==> src/rtl/debounce_pkg.sv <==
// Shared types and limits for the debounce_sync block.
// Optional build macro used by the block: DEBOUNCE_GLITCH_CNT_EN.
package debounce_pkg;

    typedef enum logic [0:0] {
        STABLE  = 1'b0,
        CONFIRM = 1'b1
    } state_e;

    localparam int MIN_SYNC_STAGES = 2;
    localparam int MAX_SYNC_STAGES = 4;

    function automatic bit in_range(input int value, input int lo, input int hi);
        return (value >= lo) && (value <= hi);
    endfunction

endpackage

==> src/rtl/sync_chain.sv <==
// Plain multi-flop synchronizer for one asynchronous bit; no logic between stages.
module sync_chain #(
    parameter int   STAGES      = 2,
    parameter logic RESET_LEVEL = 1'b0
) (
    input  logic clk,
    input  logic rst_n,
    input  logic din,
    output logic dout
);

    logic [STAGES-1:0] sync_r;

    // Shift the raw input through the synchronizer flops.
    always_ff @(posedge clk or negedge rst_n) begin
        if (!rst_n) begin
            sync_r <= {STAGES{RESET_LEVEL}};
        end else begin
            sync_r <= {sync_r[STAGES-2:0], din};
        end
    end

    assign dout = sync_r[STAGES-1];

endmodule

==> src/rtl/debounce_sync.sv <==
// Synchronizes and debounces one asynchronous input, with one-cycle edge pulses.
// Build macro DEBOUNCE_GLITCH_CNT_EN adds a saturating rejected-glitch counter port.
module debounce_sync
    import debounce_pkg::*;
#(
    parameter int   SYNC_STAGES     = 2,
    parameter int   DEBOUNCE_CYCLES = 1000,
    parameter int   CNT_W           = 16,
    parameter logic RESET_LEVEL     = 1'b0,
    parameter int   GLITCH_W        = 8
) (
    input  logic                clk,
    input  logic                rst_n,
    input  logic                din_async,
    output logic                dout,
    output logic                rise_pulse,
    output logic                fall_pulse,
    output logic                busy
`ifdef DEBOUNCE_GLITCH_CNT_EN
    ,
    output logic [GLITCH_W-1:0] glitch_cnt
`endif
);

    if (!in_range(SYNC_STAGES, MIN_SYNC_STAGES, MAX_SYNC_STAGES)) begin : g_bad_sync
        $error("debounce_sync: SYNC_STAGES=%0d outside %0d..%0d",
               SYNC_STAGES, MIN_SYNC_STAGES, MAX_SYNC_STAGES);
    end
    if (DEBOUNCE_CYCLES < 1 ||
        longint'(DEBOUNCE_CYCLES) > ((longint'(1) << CNT_W) - longint'(1))) begin : g_bad_cycles
        $error("debounce_sync: DEBOUNCE_CYCLES=%0d does not fit CNT_W=%0d",
               DEBOUNCE_CYCLES, CNT_W);
    end
    if (GLITCH_W < 1) begin : g_bad_glitch_w
        $error("debounce_sync: GLITCH_W must be at least 1");
    end

    localparam logic [CNT_W-1:0] LAST_CNT    = CNT_W'(DEBOUNCE_CYCLES - 1);
    localparam bit               SINGLE_EDGE = (DEBOUNCE_CYCLES == 1);

    logic             s_sync_s;
    state_e           state_r;
    state_e           state_nxt_s;
    logic [CNT_W-1:0] cnt_r;
    logic [CNT_W-1:0] cnt_nxt_s;
    logic             dout_nxt_s;
    logic             rise_nxt_s;
    logic             fall_nxt_s;

    sync_chain #(
        .STAGES      (SYNC_STAGES),
        .RESET_LEVEL (RESET_LEVEL)
    ) u_sync_chain (
        .clk   (clk),
        .rst_n (rst_n),
        .din   (din_async),
        .dout  (s_sync_s)
    );

    // Confirm FSM: a new level must persist for DEBOUNCE_CYCLES samples before dout follows.
    always_comb begin
        state_nxt_s = state_r;
        cnt_nxt_s   = cnt_r;
        dout_nxt_s  = dout;
        rise_nxt_s  = 1'b0;
        fall_nxt_s  = 1'b0;
        case (state_r)
            STABLE: begin
                if (s_sync_s != dout) begin
                    if (SINGLE_EDGE) begin
                        dout_nxt_s = s_sync_s;
                        rise_nxt_s = s_sync_s;
                        fall_nxt_s = ~s_sync_s;
                        cnt_nxt_s  = {CNT_W{1'b0}};
                    end else begin
                        state_nxt_s = CONFIRM;
                        cnt_nxt_s   = CNT_W'(1);
                    end
                end else begin
                    cnt_nxt_s = {CNT_W{1'b0}};
                end
            end
            CONFIRM: begin
                if (s_sync_s != dout) begin
                    if (cnt_r == LAST_CNT) begin
                        dout_nxt_s  = s_sync_s;
                        rise_nxt_s  = s_sync_s;
                        fall_nxt_s  = ~s_sync_s;
                        cnt_nxt_s   = {CNT_W{1'b0}};
                        state_nxt_s = STABLE;
                    end else begin
                        cnt_nxt_s = cnt_r + CNT_W'(1);
                    end
                end else begin
                    // Level fell back before confirmation: drop it silently.
                    state_nxt_s = STABLE;
                    cnt_nxt_s   = {CNT_W{1'b0}};
                end
            end
            default: begin
                state_nxt_s = STABLE;
                cnt_nxt_s   = {CNT_W{1'b0}};
            end
        endcase
    end

    // State, counter, debounced level and edge pulses.
    always_ff @(posedge clk or negedge rst_n) begin
        if (!rst_n) begin
            state_r    <= STABLE;
            cnt_r      <= {CNT_W{1'b0}};
            dout       <= RESET_LEVEL;
            rise_pulse <= 1'b0;
            fall_pulse <= 1'b0;
        end else begin
            state_r    <= state_nxt_s;
            cnt_r      <= cnt_nxt_s;
            dout       <= dout_nxt_s;
            rise_pulse <= rise_nxt_s;
            fall_pulse <= fall_nxt_s;
        end
    end

    assign busy = (state_r == CONFIRM);

`ifdef DEBOUNCE_GLITCH_CNT_EN
    logic                abort_s;
    logic [GLITCH_W-1:0] glitch_r;

    assign abort_s = (state_r == CONFIRM) && (s_sync_s == dout);

    // Saturating count of aborted confirmations.
    always_ff @(posedge clk or negedge rst_n) begin
        if (!rst_n) begin
            glitch_r <= {GLITCH_W{1'b0}};
        end else if (abort_s && (glitch_r != {GLITCH_W{1'b1}})) begin
            glitch_r <= glitch_r + GLITCH_W'(1);
        end else begin
            glitch_r <= glitch_r;
        end
    end

    assign glitch_cnt = glitch_r;
`endif

endmodule

==> config.mk <==
export PLATFORM = sky130hd
export DESIGN_NAME = debounce_sync
export DESIGN_NICKNAME = d
export VERILOG_FILES = /design/src/rtl/debounce_pkg.sv /design/src/rtl/sync_chain.sv /design/src/rtl/debounce_sync.sv
export SDC_FILE = /design/constraint.sdc
export NUM_CORES = 1
export LEC_CHECK = 0
export ABC_AREA = 0
export CAP_MARGIN = 20
export CORE_MARGIN = 3
export CORE_UTILIZATION = 60
export DETAILED_ROUTE_END_ITERATION = 6
export PLACE_DENSITY = 0.89
export SLEW_MARGIN = 20
export SYNTH_ARGS = -nofsm -noshare
export SYNTH_HDL_FRONTEND = slang
export SYNTH_HIERARCHICAL = 1
export SYNTH_SLANG_ARGS = --single-unit
==> constraint.sdc <==
create_clock -name clk -period 5.43 [get_ports clk]
set_input_delay 1.086 -clock clk [delete_from_list [all_inputs] [get_ports clk]]
set_output_delay 1.086 -clock clk [all_outputs]
set_load 0.01 [all_outputs]
==> flow_summary.yaml, run 1 <==
synthesis:
  synthArstFlopShare: 1.000
  yosys_register_bits: 22
  post-synth-top-count-cell: "dfrtp_1"
  yosysSeqAreaShare: 0.5521
  syn_area_per_cell_um2: 10.72
  ys_top_cells_by_count: "dfrtp_1, nor2_1, xnor2_1"
  ys_warn_count: 6
  ys.flop_type: "dfrtp_1"
  ys_top_cells_by_area: "dfrtp_1, xnor2_1, nor2_1"
  synth_nets: 97
  synth_cell_types: 25
  syn-cell-area_um2: 997.2
  synth_edf_count: 0
  yosys.area.top_type: "dfrtp_1"
  synthCells: 93
  netlist.area_leader.share: 0.5521
timing:
  finalHoldViolCount: 0
  max_slew.worst_pin.slew_ns: 0.9272
  finalCritPeriodShare: 0.4321
  rsz0062_at_grt: "false"
  holdWs_ns: 0.3602
  setup_violations: 0
  fin_crit_ns: 2.346
  relSlewSlack: 0.3799
  tns_ns: 0
  finClkSkew_ns: 0.004152
  clock.fmax_mhz: 426.2
  finalMaxSlewViolations: 0
final_layout:
  nets: 106
  area_delta_synth_final_pct: 10.67
  fill_cells: 118
  n_antenna_cell: 0
  drive_gt1_frac: 0.04950
floorplan:
  die_w_um: 46.77
  top_level_ports: 7
  coreArea_um2: 1541
  initial_core_util: 0.6469
  rows: 14
  die_h_um: 46.77
  die_area_um2: 2187
clock_network:
  cts_tree: "built"
  root_buffer: "clkbuf_4"
  clkTransAtPathRegs_ns: 0.11
  post_cts_resized: 0
  clk_latency_ns: 0.30
  cts_buffers: 3
  post_cts_buffers: 0
  hold_buffers: 0
  clockBufferDepth: 2
  numClockSinks: 22
  htreeDepth: 1
placement:
  portBuffers: 6
  globalplace.congestion: 0.7840
  hpwl_um: 1218
global_route:
  grt_busiest_layer: "met2"
  grt_max_degree: 23
  grt.overflow.total: 0
  grt_pass1_vias: 697
  grt_pass1_wl_um: 3022
  met3_usage: 0.02299
  use_met2: 0.3144
  use_met1: 0.2660
  track_usage: 0.2021
  antenna_found_initial: 0
power_and_ir_drop:
  p_leak_nw: 0.4552
  internal_power_mw: 0.2486
  pwr-share-seq: 0.553
  powerDensity_nw_per_um2: 280.8
  ir_worst_vdd_uv: 222.6
  p_comb_frac: 0.055
  swShare: 0.1978
  clkPwrFrac: 0.392
  switching_power_mw: 0.06129
critical_path:
  cp_slowest_cell: "clkdlybuf4s50_1"
  slowest_delay_ns: 0.56
  path_delay_family: "buffers and inverters"
  reg2reg_slack_ns: 3.14
  arrival_ns: 1.26
  critPathLaunchType: "register"
  path_class: "register to primary output"
  cp_cell_sequence: "clkdlybuf4s50_1"
  worst_setup_path_end_kind: "primary output"
  cp_num_buf_inv: 1
  crit_fanout: 4
  required_ns: 4.34
route:
  drt-pass1-iter-count: 4
  first_iter_violations: 15
  finalWirelength_um: 1679
  vias_per_cell: 5.752
  post_drt_wl_per_cell_um: 14.35
  drt_drc_violations_left: 0
  antenna_left: 0
  via_count: 673
min_path:
  min_path_type: "register to register"
status:
  status: "finished clean"
run:
  max_cap_viol_count: 0
[logic make-up after synthesis]
kind of cell    share of synthesized area
simple gates                       0.2459
mux                               0.01129
buf+inv                           0.03010
xor+xnor                           0.1142
fa+ha+maj                         0.01255
compound gates                    0.03388
flops                              0.5521
[flip-flops by register name, indices dropped and copies added, names as in the netlist]
name,count
cnt_r,16
busy,1
u_sync_chain/sync_r,2
dout,1
fall_pulse,1
rise_pulse,1
[metrics by stage]
| step | setup slack [ns] | util | std cells | total power, mW | area, um2 |
|---|---|---|---|---|---|
| final | 3.084 | 0.7159 | 117 | 0.3099 | 1104 |
| after global routing | 3.020 | 0.7159 | 117 | 0.3248 | 1104 |
| after CTS | 3.061 | 0.7159 | 117 | 0.3143 | 1104 |
| after detailed placement | 3.164 | 0.6818 | 113 | 0.1915 | 1051 |
| after global placement | 3.203 | 0.6818 | 113 | 0.1908 | 1051 |
| after floorplan | 3.421 | - | 93 | 0.1859 | 997.2 |
[cells in the final DEF (no fill, tap or decap), types with 2 or more instances in the layout]
cell / netlist / final
nand2_1: 5 / 5
nand3_1: 5 / 5
and2_1: 2 / 2
nor2_1: 16 / 16
clkdlybuf4s50_1: 0 / 6
nor3_1: 3 / 3
nand2b_1: 2 / 2
xnor2_1: 8 / 8
and4_1: 2 / 2
xor2_1: 5 / 5
a21oi_1: 2 / 2
or4_1: 3 / 3
clkbuf_4: 0 / 3
nand4_1: 4 / 4
o21ai_0: 2 / 2
nor4_1: 2 / 2
dfrtp_1: 22 / 22
[worst paths after layout]
| path | depth (start not counted) | start | to |
|---|---|---|---|
| min in group asynchronous | 1 | rst_n | cnt_r[11]$_DFF_PN0_ |
| hold reg to reg | 0 | u_sync_chain/sync_r[0]$_DFF_PN0_ | u_sync_chain/sync_r[1]$_DFF_PN0_ |
| setup reg to reg | 4 | cnt_r[12]$_DFF_PN0_ | cnt_r[0]$_DFF_PN0_ |
| setup / recovery | 1 | busy$_DFF_PN0_ | busy |
| hold / removal | 0 | u_sync_chain/sync_r[0]$_DFF_PN0_ | u_sync_chain/sync_r[1]$_DFF_PN0_ |
| max in group asynchronous | 1 | rst_n | u_sync_chain/sync_r[0]$_DFF_PN0_ |
[cell type report]
| cell class | count | area (um2) | share of cell area |
|---|---|---|---|
| Clock buffer | 3 | 22.52 | 0.02041 |
| Clock inverter | 1 | 30.03 | 0.02721 |
| Inverter | 1 | 3.754 | 0.003401 |
| Multi-Input combinational cell | 68 | 416.7 | 0.3776 |
| Sequential cell | 22 | 550.5 | 0.4989 |
| Tap cell | 16 | 20.02 | 0.01814 |
| Timing Repair Buffer | 6 | 60.06 | 0.05442 |
[worst reg2reg max path, cell delays in order, from the launching register on]
cell	delay, ns
dfrtp_1	0.44
or4_1	0.54
or4_4	0.56
nand2b_1	0.43
o22ai_1	0.18
[metal layers]
| layer | up-vias | part of all wire |
|---|---|---|
| met2 | 13 | 0.49 |
| met3 | 5 | 0.029 |
| met4 | 0 | 0.024 |
| met1 | 315 | 0.46 |
| met5 | - | 0 |
| li1 | 340 | - |
[power by group through the flow]
| stage | sequential, mW | clock, mW | combinational, mW |
|---|---|---|---|
| floorplan | 0.174 | 0 | 0.0118 |
| global placement | 0.174 | 0 | 0.0167 |
| detailed placement | 0.174 | 0 | 0.0174 |
| CTS | 0.171 | 0.126 | 0.0175 |
| global route | 0.172 | 0.133 | 0.0195 |
| finish | 0.171 | 0.122 | 0.0170 |
No activity file was read; power rests on OpenSTA's default activity.
==> run 2: changes to the inputs <==
Settings changed: CORE_UTILIZATION 60 to 50, PLACE_DENSITY 0.89 to 0.8.
Clock period 5.43 ns to 2.13 ns, I/O delays scaled along.
==> run 2 against run 1 <==
Net effect: sequential power grew to 2.5 times the previous value; non-clock buffer count is 8 higher; largest cell class unchanged; highest routed layer unchanged; critical endpoint is now dout$_DFFE_PN0P_; via count is 8.0% higher.
==> flow_summary.yaml, run 2 (synthesis gave the netlist of run 1 again) <==
route:
  first_iter_violations: 13
  post_drt_wl_per_cell_um: 15.04
  antenna_left: 0
  vias_per_cell: 5.425
  drt_drc_violations_left: 0
  drt-pass1-iter-count: 4
  finalWirelength_um: 2016
  via_count: 727
status:
  status: "finished clean"
final_layout:
  n_antenna_cell: 0
  fin_area_um2: 1190
  top_register: "cnt_r"
  area_delta_synth_final_pct: 19.32
  mostFrequentLayoutCells: "dfrtp_1, nor2_1, xnor2_1, buf_4, clkdlybuf4s50_1"
  final_common_cell: "dfrtp_1"
  fin_util: 0.6604
  largest_reg_flops: 16
  nets: 114
  fill_cells: 142
  drive_gt1_frac: 0.1468
  finalNonFillerCells: 134
  reg.largest.list: "cnt_r x16, u_sync_chain/sync_r x2"
floorplan:
  initial_core_util: 0.5535
  die_area_um2: 2566
  die_w_um: 50.66
  coreArea_um2: 1802
  top_level_ports: 7
  die_h_um: 50.66
  rows: 15
placement:
  portBuffers: 6
  hpwl_um: 1395
  globalplace.congestion: 0.8475
  placed_area_um2: 1107
  dp.cells: 128
min_path:
  min_path_type: "register to register"
global_route:
  grt_max_degree: 23
  grt_pass1_vias: 802
  grt.overflow.total: 0
  track_usage: 0.1943
  grt_pass1_wl_um: 3505
  antenna_found_initial: 0
critical_path:
  crit_fanout: 4
  arrival_ns: 2.32
  worst_setup_path_end_kind: "register"
  required_ns: 2.34
  slowest_delay_ns: 0.58
  cp_cell_sequence: "or4_4, or4_4, nor2_4, mux2_4"
  cp_slowest_cell: "or4_4"
  path_class: "register to register"
  critPathLaunchType: "register"
  crit_top_cell: "or4_4"
clock_network:
  cts_buffers: 3
  root_buffer: "clkbuf_4"
  clk_latency_ns: 0.32
  numClockSinks: 22
  htreeDepth: 1
  clkTransAtPathRegs_ns: 0.13
  cts_tree: "built"
  clockBufferDepth: 2
timing:
  finalCritPeriodShare: 0.9890
  tns_ns: 0
  clock.fmax_mhz: 474.7
  finalMaxSlewViolations: 0
  max_slew.worst_pin.slew_ns: 0.4206
  finClkSkew_ns: 0.01006
  finalHoldViolCount: 0
  relSlewSlack: 0.7170
  rsz0062_at_grt: "true"
  fin_crit_ns: 2.107
  setup_violations: 0
power_and_ir_drop:
  powerDensity_nw_per_um2: 680.9
  p_leak_nw: 0.4928
  ir_worst_vdd_uv: 520.8
  power.total_mw: 0.8102
run:
  max_cap_viol_count: 0
## run 2: layout make-up
cell class / instances / area (um2) / area share
multi-input cells: 68 / 431.7 / 0.3628
repair buffers: 14 / 120.1 / 0.1009
flip-flops and latches: 22 / 550.5 / 0.4627
inverters: 1 / 3.754 / 0.003155
clock inverters: 1 / 30.03 / 0.02524
well taps: 25 / 31.28 / 0.02629
clock buffers: 3 / 22.52 / 0.01893
## run 2: timing repair
action	4_1_cts	5_1_grt
pin swaps	0	3
setup buffers	1	1
setup endpoints to repair	1	1
hold buffers	0	0
resized for setup	1	4
## run 2: worst paths after layout
kind | endpoint | cells after the start | startpoint | slack (ns)
max | dout$_DFFE_PN0P_ | 4 | cnt_r[4]$_DFF_PN0_ | 0.02
min | u_sync_chain/sync_r[1]$_DFF_PN0_ | 0 | u_sync_chain/sync_r[0]$_DFF_PN0_ | 0.39
max reg2reg | dout$_DFFE_PN0P_ | 4 | cnt_r[4]$_DFF_PN0_ | 0.02
min reg2reg | u_sync_chain/sync_r[1]$_DFF_PN0_ | 0 | u_sync_chain/sync_r[0]$_DFF_PN0_ | 0.39
max in group asynchronous | cnt_r[11]$_DFF_PN0_ | 2 | rst_n | 1.47
min in group asynchronous | cnt_r[10]$_DFF_PN0_ | 2 | rst_n | 0.44
## run 2: critical path, delay by kind of cell (launching register included)
family        cells  cell delay (ns)
simple gates      3             1.26
flops             1             0.43
mux               1             0.31
## run 2: report_power, final
group          internal, mW  switching (mW)  total, mW  leakage [nW]
Sequential            0.427         0.00909      0.436         0.299
Combinational        0.0220          0.0297     0.0517         0.166
Clock                 0.191           0.132      0.322        0.0279
## run 2: through the flow
step,setup WS (ns),hold WS (ns)
floorplan,0.1211,0.1304
global placement,0.1102,0.3339
detailed placement,-0.02856,0.3542
CTS,0.02412,0.3838
global route,-0.007292,0.3961
finish,0.02334,0.3939
## run 2: layer usage
layer,wire length (um),track usage,up-vias
met5,0,0,-
met4,113,0.1973,0
met3,89,0.08605,12
met2,1001,0.2674,21
met1,812,0.2143,341
li1,-,-,353
==> run 3: changes to the inputs <==
Settings changed: CORE_UTILIZATION 50 to 26, PLACE_DENSITY 0.8 to 0.51, SKIP_CTS_REPAIR_TIMING from default to 1.
==> run 3 against run 2 <==
Net effect: sequential share of layout area down 0.39 points; largest cell class unchanged; maximum frequency increased by 2.1%; count of clock-buffer cells in the layout unchanged; critical path depth stayed put; clock power is 21% lower; critical endpoint unchanged.
==> flow_summary.yaml, run 3 (synthesis gave the netlist of run 1 again) <==
timing:
  finalMaxSlewViolations: 0
  tns_ns: 0
  fin_crit_ns: 2.064
  finalCritPeriodShare: 0.9688
  max_slew.worst_pin.slew_ns: 0.3076
  relSlewSlack: 0.7931
  setup_violations: 0
  finalHoldViolCount: 0
  rsz0062_at_grt: "false"
  clock.fmax_mhz: 484.6
  finClkSkew_ns: 0.001764
  holdWs_ns: 0.3507
global_route:
  grt_busiest_layer: "met2"
  grt_pass1_wl_um: 3491
  grt.overflow.total: 0
  use_met2: 0.1661
  antenna_found_initial: 0
  use_met1: 0.1233
  grt_pass1_vias: 776
  met3_usage: 0.01478
  grt_max_degree: 23
  track_usage: 0.1006
min_path:
  min_path_type: "register to register"
route:
  via_count: 713
  vias_per_cell: 4.600
  drt-pass1-iter-count: 4
  post_drt_wl_per_cell_um: 12.03
  first_iter_violations: 46
  drt_drc_violations_left: 0
  finalWirelength_um: 1865
  antenna_left: 0
run:
  max_cap_viol_count: 0
critical_path:
  reg2reg_slack_ns: 0.07
  critPathLaunchType: "register"
  worst_setup_path_end_kind: "register"
  required_ns: 2.27
  path_class: "register to register"
  crit_fanout: 3
  arrival_ns: 2.21
final_layout:
  finalNonFillerCells: 155
  fill_cells: 377
  nets: 115
  n_antenna_cell: 0
  top_register: "cnt_r"
  reg.largest.list: "cnt_r x16, u_sync_chain/sync_r x2"
  multi_input_area_um2: 419.2
  area_delta_synth_final_pct: 20.33
  mostFrequentLayoutCells: "dfrtp_1, nor2_1, buf_4, xnor2_1, clkdlybuf4s50_1"
  final_common_cell: "dfrtp_1"
  largest_reg_flops: 16
  drive_gt1_frac: 0.1284
  seq_area_um2: 550.5
floorplan:
  die_h_um: 67.93
  die_area_um2: 4614
  top_level_ports: 7
  die_w_um: 67.93
  rows: 21
  coreArea_um2: 3521
  initial_core_util: 0.2832
status:
  status: "finished clean"
clock_network:
  numClockSinks: 22
  clk_latency_ns: 0.26
  root_buffer: "clkbuf_8"
  cts_buffers: 3
  htreeDepth: 1
  clkTransAtPathRegs_ns: 0.07
  clockBufferDepth: 2
  cts_tree: "built"
power_and_ir_drop:
  p_leak_nw: 0.4937
  ir_worst_vdd_uv: 185.8
  power.total_mw: 0.7411
  powerDensity_nw_per_um2: 617.7
placement:
  globalplace.congestion: 0.7281
  portBuffers: 6
  hpwl_um: 1351
  dp.cells: 152
[run 3: area by class of cell]
cell class	instances	area share
inverter	1	0.003128
clock buffer	3	0.03441
multi-input combinational	68	0.3493
sequential	22	0.4588
timing repair buffer	15	0.1064
tap	46	0.04797
[run 3: worst max-delay path, stage by stage (launching register included)]
cell and delay, ns:
dfrtp_1 0.38, or4_1 0.55, or4_4 0.57, nor2_2 0.12
mux2_1 0.33
[run 3: layer usage]
layer / up-vias / wire length (um)
met3: 4 / 31
met2: 7 / 882
met4: 0 / 44
li1: 355 / -
met1: 347 / 906
met5: - / 0
[run 3: where the power goes]
group / leakage (nW) / total [mW] / internal [mW] / switching, mW
Clock: 0.0216 / 0.254 / 0.126 / 0.128
Sequential: 0.299 / 0.435 / 0.427 / 0.00801
Combinational: 0.173 / 0.0515 / 0.0220 / 0.0296
[run 3: final timing paths]
check | cells past startpoint | to | from
setup / recovery | 4 | dout$_DFFE_PN0P_ | cnt_r[12]$_DFF_PN0_
hold / removal | 0 | u_sync_chain/sync_r[1]$_DFF_PN0_ | u_sync_chain/sync_r[0]$_DFF_PN0_
min in group asynchronous | 2 | u_sync_chain/sync_r[0]$_DFF_PN0_ | rst_n
hold reg to reg | 0 | u_sync_chain/sync_r[1]$_DFF_PN0_ | u_sync_chain/sync_r[0]$_DFF_PN0_
setup reg to reg | 4 | dout$_DFFE_PN0P_ | cnt_r[12]$_DFF_PN0_
max in group asynchronous | 2 | cnt_r[8]$_DFF_PN0_ | rst_n
[run 3: stage by stage]
stage / worst slack, ns / util / instance area, um2
detailed placement: 0.04610 / 0.3284 / 1156
global route: 0.005990 / 0.3408 / 1200
finish: 0.06641 / 0.3408 / 1200
floorplan: 0.1211 / - / 997.2
global placement: 0.09457 / 0.3284 / 1156
CTS: 0.02507 / 0.3401 / 1197
